File: src/rtl/cr16_pkg.sv
// cr16_pkg -- constants shared by the CR16 ALU, decoder and PSR/condition block.
//   FLAG_*     : bit index of each status flag inside the 5-bit PSR / status vector
//   NUM_FLAGS  : width of the PSR
//   cond_e     : the 4-bit condition codes
package cr16_pkg;

  localparam int FLAG_C    = 0;
  localparam int FLAG_L    = 1;
  localparam int FLAG_F    = 2;
  localparam int FLAG_Z    = 3;
  localparam int FLAG_N    = 4;
  localparam int NUM_FLAGS = 5;

  typedef enum logic [3:0] {
    COND_EQ = 4'b0000,
    COND_NE = 4'b0001,
    COND_CS = 4'b0010,
    COND_CC = 4'b0011,
    COND_HI = 4'b0100,
    COND_LS = 4'b0101,
    COND_GT = 4'b0110,
    COND_LE = 4'b0111,
    COND_FS = 4'b1000,
    COND_FC = 4'b1001,
    COND_LO = 4'b1010,
    COND_HS = 4'b1011,
    COND_LT = 4'b1100,
    COND_GE = 4'b1101,
    COND_UC = 4'b1110,
    COND_NV = 4'b1111
  } cond_e;

endpackage

File: src/rtl/cond_eval.sv
// cond_eval -- purely combinational decode of a condition code against flags.
//   flags : effective PSR flags (C,L,F,Z,N at cr16_pkg indices)
//   code  : 4-bit condition code
//   taken : 1 when the condition holds
module cond_eval
  import cr16_pkg::*;
(
  input  logic [NUM_FLAGS-1:0] flags,
  input  logic [3:0]           code,
  output logic                 taken
);

  logic c, l, f, z, n;

  assign c = flags[FLAG_C];
  assign l = flags[FLAG_L];
  assign f = flags[FLAG_F];
  assign z = flags[FLAG_Z];
  assign n = flags[FLAG_N];

  always_comb begin
    taken = 1'b0;
    case (cond_e'(code))
      COND_EQ: taken = z;
      COND_NE: taken = !z;
      COND_CS: taken = c;
      COND_CC: taken = !c;
      COND_HI: taken = l;
      COND_LS: taken = !l;
      COND_GT: taken = n;
      COND_LE: taken = !n;
      COND_FS: taken = f;
      COND_FC: taken = !f;
      COND_LO: taken = !l && !z;
      COND_HS: taken = l || z;
      COND_LT: taken = !n && !z;
      COND_GE: taken = n || z;
      COND_UC: taken = 1'b1;
      default: taken = 1'b0;
    endcase
  end

endmodule

File: src/rtl/psr_cond.sv
// psr_cond -- CR16 processor status register, condition evaluation and an
// optional PSR shadow stack (enabled by defining CR16_PSR_STACK_EN).
//   I_CLK, I_NRESET              : clock, asynchronous active-low reset
//   I_FLAG_WE/I_FLAG_MASK/I_STATUS: masked write of ALU status into the PSR
//   I_COND_VALID/I_COND          : condition request, result one cycle later
//   I_PUSH/I_POP/I_ERR_CLR       : shadow stack push/pop, sticky error clear
//   O_PSR                        : committed flags
//   O_COND_VALID/O_TAKEN         : registered evaluation result
//   O_STACK_*                    : stack occupancy and sticky overflow/underflow
// Without CR16_PSR_STACK_EN the stack ports are kept but tied off.
module psr_cond
  import cr16_pkg::*;
#(
  parameter int P_STACK_DEPTH = 4
) (
  input  logic                                 I_CLK,
  input  logic                                 I_NRESET,
  input  logic                                 I_FLAG_WE,
  input  logic [NUM_FLAGS-1:0]                 I_FLAG_MASK,
  input  logic [NUM_FLAGS-1:0]                 I_STATUS,
  input  logic                                 I_COND_VALID,
  input  logic [3:0]                           I_COND,
  input  logic                                 I_PUSH,
  input  logic                                 I_POP,
  input  logic                                 I_ERR_CLR,
  output logic [NUM_FLAGS-1:0]                 O_PSR,
  output logic                                 O_COND_VALID,
  output logic                                 O_TAKEN,
  output logic [$clog2(P_STACK_DEPTH+1)-1:0]   O_STACK_COUNT,
  output logic                                 O_STACK_FULL,
  output logic                                 O_STACK_EMPTY,
  output logic                                 O_STACK_OVF,
  output logic                                 O_STACK_UNF
);

  localparam int CW = $clog2(P_STACK_DEPTH + 1);

  logic [NUM_FLAGS-1:0] psr_reg, psr_next;
  logic [NUM_FLAGS-1:0] flags_eff;
  logic                 cond_valid_reg, taken_reg;
  logic                 taken_comb;

  // Effective flags: committed PSR with this cycle's masked write forwarded.
  // This is also the PSR's next value unless a pop overrides it.
  generate
    for (genvar gi = 0; gi < NUM_FLAGS; gi++) begin : g_fwd
      assign flags_eff[gi] = (I_FLAG_WE && I_FLAG_MASK[gi]) ? I_STATUS[gi] : psr_reg[gi];
    end
  endgenerate

  cond_eval u_cond_eval (
    .flags (flags_eff),
    .code  (I_COND),
    .taken (taken_comb)
  );

  always_ff @(posedge I_CLK or negedge I_NRESET) begin
    if (!I_NRESET) begin
      psr_reg        <= '0;
      cond_valid_reg <= 1'b0;
      taken_reg      <= 1'b0;
    end else begin
      psr_reg        <= psr_next;
      cond_valid_reg <= I_COND_VALID;
      if (I_COND_VALID) taken_reg <= taken_comb;
    end
  end

  assign O_PSR        = psr_reg;
  assign O_COND_VALID = cond_valid_reg;
  assign O_TAKEN      = taken_reg;

`ifdef CR16_PSR_STACK_EN
  localparam int AW = (P_STACK_DEPTH > 1) ? $clog2(P_STACK_DEPTH) : 1;

  logic [CW-1:0]        count_reg, count_next;
  logic                 ovf_reg, unf_reg;
  logic [NUM_FLAGS-1:0] stack_mem [P_STACK_DEPTH];
  logic                 full, empty;
  logic                 push_ok, pop_ok, ovf_set, unf_set;
  logic [CW-1:0]        top_idx;

  assign full  = (count_reg == CW'(P_STACK_DEPTH));
  assign empty = (count_reg == '0);

  // Simultaneous push and pop cancel each other: no stack change, no error.
  assign push_ok = I_PUSH && !I_POP && !full;
  assign pop_ok  = I_POP && !I_PUSH && !empty;
  assign ovf_set = I_PUSH && !I_POP && full;
  assign unf_set = I_POP && !I_PUSH && empty;
  assign top_idx = count_reg - CW'(1);

  always_comb begin
    psr_next   = flags_eff;
    count_next = count_reg;
    if (push_ok) count_next = count_reg + CW'(1);
    if (pop_ok) begin
      // Pop wins over the same-cycle flag write.
      psr_next   = stack_mem[top_idx[AW-1:0]];
      count_next = top_idx;
    end
  end

  always_ff @(posedge I_CLK or negedge I_NRESET) begin
    if (!I_NRESET) begin
      count_reg <= '0;
      ovf_reg   <= 1'b0;
      unf_reg   <= 1'b0;
    end else begin
      count_reg <= count_next;
      // A new error in the clear cycle takes priority over the clear.
      if (ovf_set)        ovf_reg <= 1'b1;
      else if (I_ERR_CLR) ovf_reg <= 1'b0;
      if (unf_set)        unf_reg <= 1'b1;
      else if (I_ERR_CLR) unf_reg <= 1'b0;
    end
  end

  // Entry contents need no reset; push stores the pre-write committed PSR.
  always_ff @(posedge I_CLK) begin
    if (push_ok) stack_mem[count_reg[AW-1:0]] <= psr_reg;
  end

  assign O_STACK_COUNT = count_reg;
  assign O_STACK_FULL  = full;
  assign O_STACK_EMPTY = empty;
  assign O_STACK_OVF   = ovf_reg;
  assign O_STACK_UNF   = unf_reg;
`else
  logic unused_stack_in;

  assign psr_next        = flags_eff;
  assign unused_stack_in = ^{I_PUSH, I_POP, I_ERR_CLR};
  assign O_STACK_COUNT   = '0;
  assign O_STACK_FULL    = 1'b0;
  assign O_STACK_EMPTY   = 1'b1;
  assign O_STACK_OVF     = 1'b0;
  assign O_STACK_UNF     = 1'b0;
`endif

endmodule

File: config.mk
export PLATFORM = sky130hd
export DESIGN_NAME = psr_cond
export DESIGN_NICKNAME = d
export VERILOG_FILES = /design/src/rtl/cr16_pkg.sv /design/src/rtl/cond_eval.sv /design/src/rtl/psr_cond.sv
export SDC_FILE = /design/constraint.sdc
export NUM_CORES = 1
export LEC_CHECK = 0
export CORE_MARGIN = 4
export CORE_UTILIZATION = 35
export CTS_CLUSTER_SIZE = 12
export DETAILED_ROUTE_END_ITERATION = 8
export PLACE_DENSITY = 0.77
export SLEW_MARGIN = 20
export SYNTH_ARGS = -nofsm -noshare
export SYNTH_HDL_FRONTEND = slang
export SYNTH_SLANG_ARGS = --single-unit
File: constraint.sdc
create_clock -name I_CLK -period 4.53 [get_ports I_CLK]
set_input_delay 0.906 -clock I_CLK [delete_from_list [all_inputs] [get_ports I_CLK]]
set_output_delay 0.906 -clock I_CLK [all_outputs]
set_load 0.05 [all_outputs]
==> flow_summary_export.csv <==
group,metric,value,unit
yosys,avgSynthCellArea,9.362,um^2
clocking,cts_tree,"yes",
yosys,ys_ff_latch,7,
cells_and_area,fillCellCount,125,
pwr,pwr_density_cell,316.8,nW/um^2
hold_path,min_path_cells,2,
placement,dpl.cell_count,92,
drt,drc,0,
placement,portBuffers,24,
grt,grt_pass1_vias,440,
cells_and_area,diodes,0,
yosys,synth_top_area_cell,"dfrtp_1",
timing,fin_crit,2.573,ns
drt,postRouteAntennaNets,0,
yosys,synth-edff-count,0,
grt,grt_first_pass_wirelength,1752,um
cells_and_area,finalNetCount,103,
clocking,hold_buffers,0,
clocking,cts_buffer_depth,2,
cells_and_area,final_cell_mix,"clkdlybuf4s50_1, dfrtp_1, conb_1",
drt,vias,457,
cells_and_area,mostFrequentLayoutCell,"clkdlybuf4s50_1",
clocking,cts.sinks,7,
floorplanning,ioPinCount,35,
grt,track_usage,11.37,%
yosys,netlist_area,524.3,um^2
floorplanning,die_x,46.70,um
clocking,ctsHtreeMaxLevel,1,
cells_and_area,area_growth_syn_to_layout,47.02,%
clocking,clk_latency,0.25,ns
timing,max_slew.worst_pin.slew,0.5089,ns
timing,setup_tns,0,ns
run,drv_cap,0,
pwr,ir_drop,0.1897,mV
timing,slew_viol_final,0,
placement,globalplace.congestion,0.8223,
critical_path,cp.arrival,2.75,ns
placement,dp.final_hpwl,936.5,um
yosys,synthArstFlopShare,100.0,%
yosys,synth_ff_type,"dfrtp_1",
critical_path,critical_path_class,"in2reg",
timing,setup_viol,0,
clocking,cts.repair.resized,0,
critical_path,critical_path.endpoint_type,"flop",
timing,maxSlewHeadroom,65.97,%
clocking,numCtsBuffers,3,
drt,vias_per_cell,4.760,
yosys,yosysSeqAreaShare,33.41,%
outcome,status,"finished, final reports clean",
floorplanning,die_h,46.70,um
critical_path,cp.required,4.71,ns
floorplanning,core_area,1350,um^2
critical_path,reg2reg_depth,6,
cells_and_area,final_layout_size_suffix_gt1_share,14.81,%
yosys,syn_inst,56,
timing,hold_viol,0,
floorplanning,initial_core_util,38.83,%
drt,routed_wl,1114,um
pwr,power.leakage,0.3453,nW
timing,clock.fmax,388.7,MHz
critical_path,crit_path_max_fanout,7,
yosys,ys_warn_count,0,
drt,routedWlPerCell,11.60,um
timing,fin_crit_sh,56.80,%
timing,rsz0062_at_grt,"false",
drt,drtIter0Drc,8,
critical_path,worstSetupStartpointType,"input port",
timing,fin_skew,0.004060,ns
drt,drtPass1Iterations,4,
critical_path,reg2reg_slack,2.86,ns
floorplanning,num_rows,13,
yosys,ys_top_cells_by_area,"dfrtp_1, buf_4, mux2i_1",
clocking,cts_setup_buffers,0,
hold_path,hold_class,"reg2reg",
yosys,synth_top_area_share,33.41,%
yosys,synth_cell_type_count,30,
cells_and_area,layout.cells.non_filler,96,
grt,grt_max_degree,10,
grt,overflow,0,
grt,antenna_found_initial,0,
clocking,clk_pin_slew_worst_paths,0.05,ns
floorplanning,dieArea,2181,um^2
clocking,cts_root_buf,"clkbuf_4",
==> cells by family after synthesis <==
logic type	after synthesis	synth area share, %
compound gates	9	16.23
xor+xnor	3	5.013
buf+inv	10	12.41
flops	7	33.41
mux	6	12.65
other cells	2	1.433
simple gates	19	18.86
==> power breakdown <==
group	switching, mW	total (mW)	internal, mW
Sequential	0.00432	0.0751	0.0708
Combinational	0.0680	0.113	0.0451
Clock	0.0224	0.0560	0.0336
Total	0.0947	0.244	0.149
==> worst max-delay path, cell delays in order <==
cell and delay, ns:
clkdlybuf4s50_1 0.52, and3_2 0.24, or2_2 0.32, xor2_1 0.16
a211oi_1 0.09, or3_1 0.37, a21oi_2 0.14
==> final timing paths <==
path | startpoint | to
max | I_FLAG_WE | O_TAKEN
max reg2reg | O_PSR[3] | O_TAKEN
min reg2reg | O_PSR[2] | O_PSR[2]
min | O_PSR[2] | O_PSR[2]
max in group asynchronous | I_NRESET | O_PSR[1]
min in group asynchronous | I_NRESET | O_PSR[0]
==> layout make-up <==
| type | instances | area [um^2] | area share [%] |
|---|---|---|---|
| clock buffer | 4 | 26.28 | 3.409 |
| tap | 15 | 18.77 | 2.435 |
| multi-input combinational | 44 | 302.8 | 39.29 |
| timing repair buffer | 24 | 240.2 | 31.17 |
| inverter | 2 | 7.507 | 0.9740 |
| sequential | 7 | 175.2 | 22.73 |
==> stage by stage <==
step           util, %  power [mW]  cell area (um^2)  hold WS (ns)  worst slack [ns]
3_5_place_dp     55.14      0.1897             744.5        0.5270             1.722
2_1_floorplan        -      0.1540             543.0        0.6104             2.356
6_report         57.09      0.2442             770.7        0.5365             1.957
5_1_grt          57.09      0.2586             770.7        0.5648             1.816
3_3_place_gp     55.14      0.1881             744.5        0.5214             1.722
4_1_cts          57.09      0.2468             770.7        0.5389             1.955
==> flip-flops by register name (all words and copies together) (netlist names) <==
name          count
O_PSR             5
O_COND_VALID      1
O_TAKEN           1
==> per-layer routing <==
metal  track usage [%]  part of all wire, %  up-vias
li1                  -                    -      230
met1             12.94                   40      199
met2             18.68                   43       24
met3             3.516                   14        4
met4             6.630                  2.2        0
met5                 0                    0        -
==> cells in the mapped netlist, types with 2 or more instances <==
master,count
buf_4,7
dfrtp_1,7
nand2_1,6
mux2i_1,4
nor2_1,3
a21boi_0,2
conb_1,2
inv_1,2
xnor2_1,2
(Power assumes the default switching activity.)
